[src/rtl/ram_port_arbiter.sv]
// ram_port_arbiter: shares one single-port RAM between a writer and a reader with
// round-robin bounded-burst arbitration, plus a whole-RAM zero-fill sequencer.
module ram_port_arbiter #(
  parameter int DATA_WIDTH = 8,
  parameter int ADDR_WIDTH = 6,
  parameter int BURST_LEN  = 4
) (
  input  logic                  i_clk,
  input  logic                  i_rst_n,
  input  logic                  i_init,
  output logic                  o_init_busy,
  input  logic                  i_wr_req,
  input  logic [ADDR_WIDTH-1:0] i_wr_addr,
  input  logic [DATA_WIDTH-1:0] i_wr_data,
  output logic                  o_wr_gnt,
  input  logic                  i_rd_req,
  input  logic [ADDR_WIDTH-1:0] i_rd_addr,
  output logic                  o_rd_gnt,
  output logic                  o_rd_valid,
  output logic [DATA_WIDTH-1:0] o_rd_data,
  output logic [ADDR_WIDTH-1:0] o_ram_addr,
  output logic [DATA_WIDTH-1:0] o_ram_data,
  output logic                  o_ram_wren,
  input  logic [DATA_WIDTH-1:0] i_ram_rdata
);
  localparam int BW = $clog2(BURST_LEN + 1);
  typedef enum logic {ARB, INIT} state_t;
  state_t                state_q, state_d;
  logic [ADDR_WIDTH-1:0] init_cnt_q, init_cnt_d, addr_q, addr_d;
  logic [BW-1:0]         burst_q, burst_d;
  logic                  last_wr_q, last_wr_d, rd_valid_q, rd_valid_d;
  logic                  arb, keep, gnt;
  always_comb begin
    arb = state_q == ARB;
    // The owner may keep the port only while it has burst budget left; an exhausted
    // or absent owner hands a contested cycle to whoever did not go last.
    keep = burst_q != '0 && burst_q < BW'(BURST_LEN);
    o_wr_gnt = arb && i_wr_req && (!i_rd_req || (keep ? last_wr_q : !last_wr_q));
    o_rd_gnt = arb && i_rd_req && !o_wr_gnt;
    gnt = o_wr_gnt || o_rd_gnt;
    o_ram_wren = !arb || o_wr_gnt;
    o_ram_addr = !arb ? init_cnt_q : o_wr_gnt ? i_wr_addr : o_rd_gnt ? i_rd_addr : addr_q;
    o_ram_data = o_wr_gnt ? i_wr_data : '0;
    addr_d = gnt ? o_ram_addr : addr_q;
    last_wr_d = gnt ? o_wr_gnt : last_wr_q;
    burst_d = !gnt ? '0 : (o_wr_gnt != last_wr_q || burst_q == '0) ? BW'(1) : keep ? burst_q + 1'b1 : burst_q;
    state_d = arb ? (i_init ? INIT : ARB) : (&init_cnt_q ? ARB : INIT);
    init_cnt_d = arb ? '0 : init_cnt_q + 1'b1;
    // A read granted on the edge that enters INIT is dropped.
    rd_valid_d = o_rd_gnt && !i_init;
  end
  always_ff @(posedge i_clk or negedge i_rst_n)
    if (!i_rst_n) begin
      state_q    <= ARB;
      init_cnt_q <= '0;
      addr_q     <= '0;
      burst_q    <= '0;
      last_wr_q  <= 1'b0;
      rd_valid_q <= 1'b0;
    end else begin
      state_q    <= state_d;
      init_cnt_q <= init_cnt_d;
      addr_q     <= addr_d;
      burst_q    <= burst_d;
      last_wr_q  <= last_wr_d;
      rd_valid_q <= rd_valid_d;
    end
  assign o_init_busy = state_q == INIT;
  assign o_rd_valid  = rd_valid_q;
  assign o_rd_data   = i_ram_rdata;
endmodule

[config.mk]
export PLATFORM = sky130hd
export DESIGN_NAME = ram_port_arbiter
export DESIGN_NICKNAME = d
export VERILOG_FILES = /design/src/rtl/ram_port_arbiter.sv
export SDC_FILE = /design/constraint.sdc
export NUM_CORES = 1
export LEC_CHECK = 0
export ABC_AREA = 1
export BUFFER_PORTS_ARGS = -buffer_cell sky130_fd_sc_hd__buf_2
export CAP_MARGIN = 20
export CORE_MARGIN = 2
export CORE_UTILIZATION = 25
export CTS_CLUSTER_DIAMETER = 150
export DETAILED_ROUTE_END_ITERATION = 10
export SYNTH_ARGS = -nofsm -noshare
export SYNTH_HDL_FRONTEND = slang
export SYNTH_SLANG_ARGS = --single-unit
[constraint.sdc]
create_clock -name i_clk -period 1.88 [get_ports i_clk]
set_input_delay 0.188 -clock i_clk [delete_from_list [all_inputs] [get_ports i_clk]]
set_output_delay 0.188 -clock i_clk [all_outputs]
set_load 0.005 [all_outputs]
==> run summary, run 1 <==
area occupied by multi-input gates = 589 um^2
initial antenna violation count = 0
largest net degree at the start of global routing = 19
Die X = 72.8 um
DR iter-0 viols = 41
Worst Setup End Kind = output port
# diodes = 0
antenna-violating nets left = 0
# setup viols final = 6
Synth Cell Area = 1180 um^2
Port-buffer cells = 43
crit path kind = register to output port
GP Congestion = 0.778
via count = 1124
Clk pin slew, worst setup/hold paths = 0.07 ns
layout cells sized above 1 = 0.420
failing checks = negative setup slack
Cell variety after synth = 25
sequential cell area = 450 um^2
peak supply drop = 277 uV
Final nets = 249
Max-Slew Margin vs Limit = 0.714
Worst Path Required = 1.69 ns
worst-margin pin slew = 0.429 ns
dpl ws = 0.0354 ns
Tmin final = 1.95 ns
CTS Root Buffer Type = clkbuf_8
Clock Skews = 0.00133 ns
Net Count, Synth = 199
first-pass GRT wire length = 4.59 mm
sequential element share of the synthesized area = 0.380
TritonCTS clock tree = yes
I/O pin cnt = 60
total CTS buffers = 3
post-DR wirelength/cell = 10.9 um
Core Area = 4660 um^2
Syn. warnings = 0
Pre-antenna DRT Iters = 4
Residual DRC = 0
RSZ-0062 raised after global routing = true
Total Routed Length = 2.91 mm
grt total ovfl = 0
crit start category = register
fillcell total = 507
number of synthesized register bits = 18
Avg Inst Size Synth = 7.27 um^2
Slew Limit Fails = 0
Final HPWL DP = 2.07 mm
worst min-delay path category = primary input to register
clk buf depth = 2
P_leak = 0.941 nW
Starting Density = 0.254
gr usage total = 0.111
critical path peak fanout = 8
Mapped Cells = 163
htree depth = 1
vias in the first global route = 1012
Sum Neg Setup Slack = -0.243 ns
run status = finished, violations left
drt via density = 4.23
Max-cap violations = 0
Power Density = 1130 nW/um^2
ratio of final minimum period to clock period = 1.04
final core occ = 0.346
clock sink total = 18
die height = 72.8 um
number of core rows = 25
area delta synth->final = 36.2%
Max Clk Rate = 0.514 GHz
Final Power = 0.00182 W
worst setup margin = -0.0669 ns
die area = 5310 um^2
final hold violation count = 0
clock insertion delay at the later pin of the skew report = 0.25 ns
Worst EP arrival = 1.76 ns
[cells in the final DEF, fill, tap and decap left out, types with 5 or more instances in the layout]
| cell type | synthesis | final |
|---|---|---|
| buf_4 | 8 | 12 |
| nand3_1 | 9 | 9 |
| nand2_1 | 30 | 26 |
| nand2_2 | 5 | 5 |
| inv_1 | 30 | 28 |
| nand3_2 | 6 | 6 |
| o21ai_0 | 9 | 7 |
| dfrtp_1 | 18 | 18 |
| buf_2 | 3 | 43 |
| nor2_1 | 22 | 20 |
[layer usage]
| metal | track usage | vias to the layer above | part of all wire |
|---|---|---|---|
| met2 | 0.178 | 42 | 0.44 |
| met1 | 0.143 | 480 | 0.49 |
| met3 | 0.0262 | 6 | 0.065 |
| met5 | 0 | - | 0 |
| met4 | 0.0453 | 0 | 0.0062 |
| li1 | - | 596 | - |
[timing repair]
action | in CTS | in global routing
pin swaps | 7 | 4
endpoints found under the setup margin | 13 | 15
buffers inserted | 4 | 3
hold endpoints to repair | 18 | 0
resized for setup | 16 | 6
hold buffers | 1 | 0
[synth_stat cells, drive strengths merged]
cell    number  area, um^2
nor3         1        5.00
a21oi        7        42.5
ha           3        37.5
nand3       15         105
xnor2        1        8.76
nor2        23        88.8
buf         12        86.3
nand2       35         144
and3         1        6.26
and2         1        6.26
o32a         1        10.0
o21ai       12        63.8
dfrtp       18         450
a211oi       1        7.51
inv         32         123
[where the power goes]
group          total (W)  switching [W]  internal, W
sequential      0.000635      0.0000964     0.000538
clock           0.000318       0.000132     0.000186
combinational   0.000865       0.000474     0.000391
[worst max-delay path: stages (launching register included)]
cell and delay, ns:
dfrtp_1 0.37, inv_2 0.06, ha_4 0.17, nor2_4 0.09, nand2_2 0.05, nand3_2 0.08, nand2_4 0.11, buf_6 0.15
o21ai_2 0.10, nor2_1 0.06, a21oi_1 0.14, buf_2 0.13
[per-stage QoR]
stage | area [um^2] | cells | hold WS (ns)
after floorplan | 1180 | 163 | -0.108
after global placement | 1430 | 255 | 0.154
after detailed placement | 1430 | 255 | 0.152
after CTS | 1580 | 264 | 0.107
after global routing | 1610 | 266 | 0.107
final | 1610 | 266 | 0.106
[final cells by class]
type,count,area share
multi-input combinational,101,0.365
sequential,18,0.279
timing repair buffer,57,0.202
inverter,32,0.0775
tap,54,0.0419
clock buffer,4,0.0341
[logic make-up after synthesis]
kind of cell / synth area share
xor+xnor: 0.00739
compound gates: 0.105
flops: 0.380
fa+ha+maj: 0.0317
simple gates: 0.300
buf+inv: 0.176
[sequential cells by signal, summed over array words and instances (netlist names)]
| register | flops |
|---|---|
| addr_q | 6 |
| init_cnt_q | 6 |
| burst_q | 3 |
| last_wr_q | 1 |
| o_init_busy | 1 |
| o_rd_valid | 1 |
[worst paths after layout]
| kind | startpoint | endpoint | slack (ns) | depth (start not counted) |
|---|---|---|---|---|
| hold reg to reg | init_cnt_q[0]$_DFF_PN0_ | init_cnt_q[0]$_DFF_PN0_ | 0.49 | 1 |
| hold / removal | i_init | o_rd_valid$_DFF_PN0_ | 0.11 | 2 |
| min in group asynchronous | i_rst_n | addr_q[5]$_DFFE_PN0P_ | 0.40 | 2 |
| setup / recovery | burst_q[0]$_DFFE_PN0P_ | o_ram_addr[0] | -0.07 | 11 |
| setup reg to reg | burst_q[0]$_DFFE_PN0P_ | addr_q[0]$_DFFE_PN0P_ | 0.17 | 12 |
| max in group asynchronous | i_rst_n | init_cnt_q[0]$_DFF_PN0_ | 1.18 | 2 |
Power figures use the tool's default switching activity.
==> run 2: changes to the inputs <==
--- a/config.mk
+++ b/config.mk
@@ -7,11 +7,11 @@
 export LEC_CHECK = 0
 export ABC_AREA = 1
 export BUFFER_PORTS_ARGS = -buffer_cell sky130_fd_sc_hd__buf_2
-export CAP_MARGIN = 20
 export CORE_MARGIN = 2
-export CORE_UTILIZATION = 25
+export CORE_UTILIZATION = 45
 export CTS_CLUSTER_DIAMETER = 150
 export DETAILED_ROUTE_END_ITERATION = 10
+export PLACE_DENSITY = 0.79
 export SYNTH_ARGS = -nofsm -noshare
 export SYNTH_HDL_FRONTEND = slang
 export SYNTH_SLANG_ARGS = --single-unit
==> run 2 against run 1 <==
  * The flow still finishes with violations (negative setup slack)
  * Critical path depth grew 1
  * Setup slack lost 0.10 ns
  * Die area down 42%
  * Utilization up 26 points
  * Sequential cell count did not move
  * Clock-buffer cell count fell by 1
  * Critical endpoint is now o_ram_addr[1]
  * Highest routed layer unchanged
==> run summary, run 2 (synthesized netlist as in run 1, its figures left out) <==
commonest non-fill, non-tap cell in the layout = buf_2
worst r2r path cells = 12 (unchanged)
via count = 1158 (+3.0%)
CTS Root Buffer Type = clkbuf_4
Core Area = 2480 um^2 (-47%)
failing checks = negative setup slack
# diodes = 0 (unchanged)
vias in the first global route = 1095 (+8.2%)
Total Routed Length = 2.86 mm (-1.7%)
ratio of final minimum period to clock period = 1.09 (+0.0545)
I/O pin cnt = 60 (unchanged)
area occupied by multi-input gates = 578 um^2 (-1.9%)
Clock Skews = 0.00902 ns (+0.00769 ns)
gr usage total = 0.194 (+0.0835)
first-pass GRT wire length = 4.80 mm (+4.5%)
Critical Path Max Stage Delay = 0.40 ns (+0.03 ns)
slowest CP cell = dfrtp_1
drt via density = 4.91 (+16%)
Hold Crit Start = i_init
final hold violation count = 0 (unchanged)
M1 wire length = 1.19 mm (-17%)
Worst Setup End Kind = output port
Die X = 55.3 um (-24%)
Power Density = 1110 nW/um^2 (-1.7%)
worst hold stages = 2 (unchanged)
Hold Path Sink = o_rd_valid$_DFF_PN0_
worst path bufs/invs = 5 (+2)
Starting Density = 0.478 (+0.224)
clk buf depth = 2 (unchanged)
die area = 3060 um^2 (-42%)
P_leak = 0.891 nW (-5.3%)
Final HPWL DP = 2.11 mm (+1.8%)
critical path peak fanout = 6 (-2)
clock insertion delay at the later pin of the skew report = 0.29 ns (+0.04 ns)
Residual DRC = 0 (unchanged)
Pre-antenna DRT Iters = 4 (unchanged)
grt total ovfl = 0 (unchanged)
Sum Neg Setup Slack = -1.53 ns (-1.29 ns)
layout cells sized above 1 = 0.398 (-0.0218)
most frequent cells in the layout = buf_2 (43), inv_1 (29), nand2_1 (28)
Top Registers = addr_q: 6 flops, init_cnt_q: 6 flops, burst_q: 3 flops
number of core rows = 18 (-28%)
worst-margin pin slew = 0.425 ns (-0.00420 ns)
Largest delay share family, worst path = flip-flops
die height = 55.3 um (-24%)
initial antenna violation count = 0 (unchanged)
largest net degree at the start of global routing = 19 (unchanged)
clock sink total = 18 (unchanged)
fillcell total = 246 (-51%)
total CTS buffers = 3 (unchanged)
Max-cap violations = 0 (unchanged)
Max Clk Rate = 0.488 GHz (-5.0%)
RSZ-0062 raised after global routing = true
GP Congestion = 0.872 (+12%)
WHS = 0.0621 ns (-0.0442 ns)
Worst EP arrival = 1.86 ns (+0.10 ns)
htree depth = 1 (unchanged)
FF-to-FF Start = burst_q[1]$_DFFE_PN0P_
crit path kind = register to output port
peak supply drop = 846 uV (+210%)
run status = finished, violations left
crit start category = register
TritonCTS clock tree = yes
Final nets = 244 (-2.0%)
Clk pin slew, worst setup/hold paths = 0.09 ns (+0.02 ns)
worst setup margin = -0.169 ns (-0.102 ns)
Tmin final = 2.05 ns (+0.102 ns)
top layer in use = met4
Port-buffer cells = 43 (unchanged)
met2 wire len = 1.50 mm (+18%)
CP most frequent cell = nand3_2
antenna-violating nets left = 0 (unchanged)
Max-Slew Margin vs Limit = 0.717 (+0.00280)
worst min-delay path category = primary input to register
# setup viols final = 15 (+9)
area delta synth->final = 27.0%
met3 WL = 144 um (-24%)
DR iter-0 viols = 30 (-27%)
post-DR wirelength/cell = 12.1 um (+11%)
Slew Limit Fails = 0 (unchanged)
Worst Path Required = 1.69 ns (about the same)
worst r2r dst = burst_q[1]$_DFFE_PN0P_
R2R setup slack = 0.29 ns (+0.12 ns)
cell chain of the critical path = inv_2 -> ha_4 -> o21ai_2 -> nand3_2 -> nand2_4 -> buf_6 -> inv_8 -> nand2_2 -> nand3_2 -> a21oi_2 -> inv_1 -> buf_2
sequential cell area = 450 um^2 (unchanged)
run 2: cell count changes in the layout (fill, tap and decap cells not counted), moves of 2 or more:
cell	delta
buf_4	-5
clkbuf_8	-4
nor2_1	-3
nand2_1	+2
nor2_2	+4
clkbuf_4	+3
run 2: per-stage QoR:
stage	utilization	std cells	instance area (um^2)	power [W]	worst slack, ns
CTS	0.590	236	1460	0.00165	-0.157
floorplan	-	163	1180	0.00116	0.299
global placement	0.564	230	1400	0.00139	0.119
detailed placement	0.564	230	1400	0.00142	0.0653
global route	0.608	236	1510	0.00183	-0.299
finish	0.608	236	1510	0.00167	-0.169
run 2: worst register-to-register path: cells and delay by family (launching register included):
family	cells	cell delay (ns)
simple gates	9	0.73
flops	1	0.40
buf+inv	2	0.23
fa+ha+maj	1	0.17
run 2: what timing repair did:
item	CTS	global route
hold endpoints to repair	18	0
hold buffers	1	0
gates resized for setup	7	12
endpoints found under the setup margin	15	15
setup buffers	2	0
pin swaps	7	6
run 2: worst max path at each step:
stage,end,slack (ns),cells after the start,start
after floorplan,o_ram_addr[1],0.30,11,burst_q[0]$_DFFE_PN0P_
after global placement,o_ram_addr[3],0.12,10,burst_q[0]$_DFFE_PN0P_
after detailed placement,o_ram_addr[1],0.07,12,burst_q[0]$_DFFE_PN0P_
after CTS,o_ram_addr[1],-0.16,13,burst_q[1]$_DFFE_PN0P_
after global routing,o_ram_addr[5],-0.30,13,burst_q[1]$_DFFE_PN0P_
final,o_ram_addr[1],-0.17,12,burst_q[1]$_DFFE_PN0P_
run 2: cell type report:
class,instances,area share
Inverter,32,0.0848
Clock buffer,3,0.0150
Timing Repair Buffer,52,0.192
Multi-Input combinational cell,101,0.384
Sequential cell,18,0.299
Tap cell,30,0.0249
run 2: power breakdown:
part | total, W | internal (W) | switching [W]
logic | 0.000840 | 0.000367 | 0.000473
clock network | 0.000192 | 0.0000744 | 0.000117
registers | 0.000633 | 0.000537 | 0.0000962
run 2: layer usage:
| layer | vias up | GRT usage |
|---|---|---|
| li1 | 584 | - |
| met1 | 529 | 0.233 |
| met2 | 41 | 0.350 |
| met3 | 4 | 0.0375 |
| met4 | 0 | 0.0557 |
| met5 | - | 0 |
==> run 3: changes to the inputs <==
--- a/config.mk
+++ b/config.mk
@@ -7,11 +7,12 @@
 export LEC_CHECK = 0
 export ABC_AREA = 1
 export BUFFER_PORTS_ARGS = -buffer_cell sky130_fd_sc_hd__buf_2
-export CORE_MARGIN = 2
 export CORE_UTILIZATION = 45
 export CTS_CLUSTER_DIAMETER = 150
 export DETAILED_ROUTE_END_ITERATION = 10
 export PLACE_DENSITY = 0.79
+export REMOVE_ABC_BUFFERS = 1
 export SYNTH_ARGS = -nofsm -noshare
 export SYNTH_HDL_FRONTEND = slang
 export SYNTH_SLANG_ARGS = --single-unit
+export TNS_END_PERCENT = 20
==> run 3 against run 2 <==
  * Critical path depth fell by 1
  * The flow still finishes with violations (negative setup slack)
  * Non-clock buffer count up 3
  * Via count up 0.43%
  * Utilization is 2.4 points higher
  * Hold slack improved by 0.015 ns
  * Routed wire length down 0.73%
  * Sequential share of layout area shrank 1.1 points
  * Clock skew down 0.0045 ns
  * Clock-buffer cell count increased by 1
  * Highest routed layer unchanged
  * Clock power grew 24%
  * Final area is 3.9% higher
==> run summary, run 3 (synthesized netlist as in run 1, its figures left out) <==
commonest non-fill, non-tap cell in the layout = buf_2
ratio of final minimum period to clock period = 1.07 (-0.0230)
via count = 1163 (+0.43%)
# setup viols final = 6 (-9)
final hold violation count = 0 (unchanged)
worst r2r path cells = 11 (-1)
Pre-antenna DRT Iters = 4 (unchanged)
WHS = 0.0775 ns (+0.0154 ns)
failing checks = negative setup slack
Non-Filler Instances = 240 (+1.7%)
antenna-violating nets left = 0 (unchanged)
die area = 2840 um^2 (-7.1%)
crit start category = register
worst setup margin = -0.126 ns (+0.0432 ns)
Worst EP arrival = 1.82 ns (-0.04 ns)
RSZ-0062 raised after global routing = true
initial antenna violation count = 0 (unchanged)
total CTS buffers = 3 (unchanged)
Slew Limit Fails = 0 (unchanged)
largest net degree at the start of global routing = 19 (unchanged)
htree depth = 1 (unchanged)
drt via density = 4.85 (-1.2%)
Hold Path Sink = o_rd_valid$_DFF_PN0_
DR iter-0 viols = 11 (-63%)
area delta synth->final = 32.0%
CTS Root Buffer Type = clkbuf_4
first-pass GRT wire length = 4.61 mm (-3.9%)
Max Clk Rate = 0.498 GHz (+2.2%)
GP Congestion = 0.866 (-0.73%)
Hold Crit Start = i_init
die height = 53.3 um (-3.6%)
# diodes = 0 (unchanged)
Clk pin slew, worst setup/hold paths = 0.11 ns (+0.02 ns)
Clock Skews = 0.00450 ns (-0.00452 ns)
slowest CP cell = dfrtp_1
Critical Path Max Stage Delay = 0.40 ns (about the same)
layout cells sized above 1 = 0.410 (+0.0115)
clk buf depth = 2 (unchanged)
clock insertion delay at the later pin of the skew report = 0.29 ns (about the same)
dpl ws = 0.00363 ns (-0.0617 ns)
P_leak = 0.924 nW (+3.7%)
Top Registers = addr_q: 6 flops, init_cnt_q: 6 flops, burst_q: 3 flops
run status = finished, violations left
Power Density = 1120 nW/um^2 (+1.0%)
Residual DRC = 0 (unchanged)
Total Routed Length = 2.84 mm (-0.73%)
crit path kind = register to output port
Cells after DPL = 229 (-0.43%)
I/O pin cnt = 60 (unchanged)
worst-margin pin slew = 0.419 ns (-0.00559 ns)
worst r2r dst = burst_q[0]$_DFFE_PN0P_
gr usage total = 0.226 (+0.0317)
clock sink total = 18 (unchanged)
grt total ovfl = 0 (unchanged)
Max-cap violations = 0 (unchanged)
most frequent cells in the layout = buf_2 (41), inv_1 (28), nand2_1 (25)
FF-to-FF Start = burst_q[0]$_DFFE_PN0P_
worst min-delay path category = primary input to register
Tmin final = 2.01 ns (-0.0432 ns)
Die X = 53.3 um (-3.6%)
critical path peak fanout = 7 (+1)
peak supply drop = 771 uV (-8.9%)
post-DR wirelength/cell = 11.8 um (-2.4%)
TritonCTS clock tree = yes
Worst Setup End Kind = output port
vias in the first global route = 1083 (-1.1%)
number of core rows = 18 (unchanged)
cell chain of the critical path = inv_2 -> ha_4 -> nor2_4 -> nand2_1 -> nand3_2 -> nand2_4 -> nand2_4 -> nor2_1 -> nor2_1 -> a21oi_1 -> buf_2
Starting Density = 0.478 (unchanged)
Core Area = 2480 um^2 (unchanged)
Final nets = 247 (+1.2%)
worst hold stages = 2 (unchanged)
Worst Path Required = 1.69 ns (about the same)
R2R setup slack = 0.21 ns (-0.08 ns)
Port-buffer cells = 43 (unchanged)
Max-Slew Margin vs Limit = 0.721 (+0.00373)
Final HPWL DP = 2.09 mm (-0.93%)
-- run 3: worst max-delay path by stage --
| stage | slack, ns | end | startpoint | cells after the start |
|---|---|---|---|---|
| after floorplan | 0.06 | o_ram_addr[3] | burst_q[0]$_DFFE_PN0P_ | 9 |
| after global placement | 0.05 | o_ram_addr[3] | burst_q[0]$_DFFE_PN0P_ | 10 |
| after detailed placement | 0.004 | o_ram_addr[5] | burst_q[0]$_DFFE_PN0P_ | 13 |
| after CTS | -0.1 | o_ram_addr[0] | burst_q[0]$_DFFE_PN0P_ | 10 |
| after global routing | -0.24 | o_ram_addr[0] | burst_q[0]$_DFFE_PN0P_ | 11 |
| final | -0.13 | o_ram_addr[0] | burst_q[0]$_DFFE_PN0P_ | 11 |
-- run 3: through the flow --
step	power (W)	utilization	instance area [um^2]	TNS, ns
final	0.00175	0.631	1560	-0.656
after detailed placement	0.00141	0.561	1390	0
after CTS	0.00171	0.615	1520	-0.469
after global routing	0.00191	0.631	1560	-1.92
after floorplan	0.00113	-	1100	0
after global placement	0.00138	0.561	1390	0
-- run 3: power breakdown --
group	internal, W	total [W]	leakage, nW	switching [W]
logic	0.000404	0.000881	0.682	0.000477
clock network	0.000118	0.000238	0.0210	0.000120
registers	0.000537	0.000630	0.221	0.0000925
-- run 3: area by class of cell --
type	count	area (um^2)
Inverter	32	125
Timing Repair Buffer	55	328
Fill cell	235	913
Tap cell	30	37.5
Multi-Input combinational cell	101	587
Clock buffer	4	36.3
Sequential cell	18	450
-- run 3: repair_timing --
item                       4_1_cts  5_1_grt
hold endpoints to repair        18        0
hold buffers                     1        0
buffers inserted                 5        1
pin swaps                        7        3
setup endpoints to repair       15       15
gates resized for setup         15        9
-- run 3: layer usage --
| layer | global-route usage | vias to the layer above | part of all wire | wire length, um |
|---|---|---|---|---|
| met5 | 0 | - | 0 | 0 |
| met4 | 0.0614 | 0 | 0.0021 | 6 |
| met3 | 0.0632 | 2 | 0.046 | 131 |
| met2 | 0.394 | 35 | 0.50 | 1410 |
| met1 | 0.267 | 541 | 0.45 | 1290 |
| li1 | - | 585 | - | - |
-- run 3: worst max-delay path, delay by kind of cell (launching register included) --
kind	cells	cell delay [ns]
compound gates	1	0.14
flops	1	0.40
fa+ha+maj	1	0.17
simple gates	7	0.61
buf+inv	2	0.22
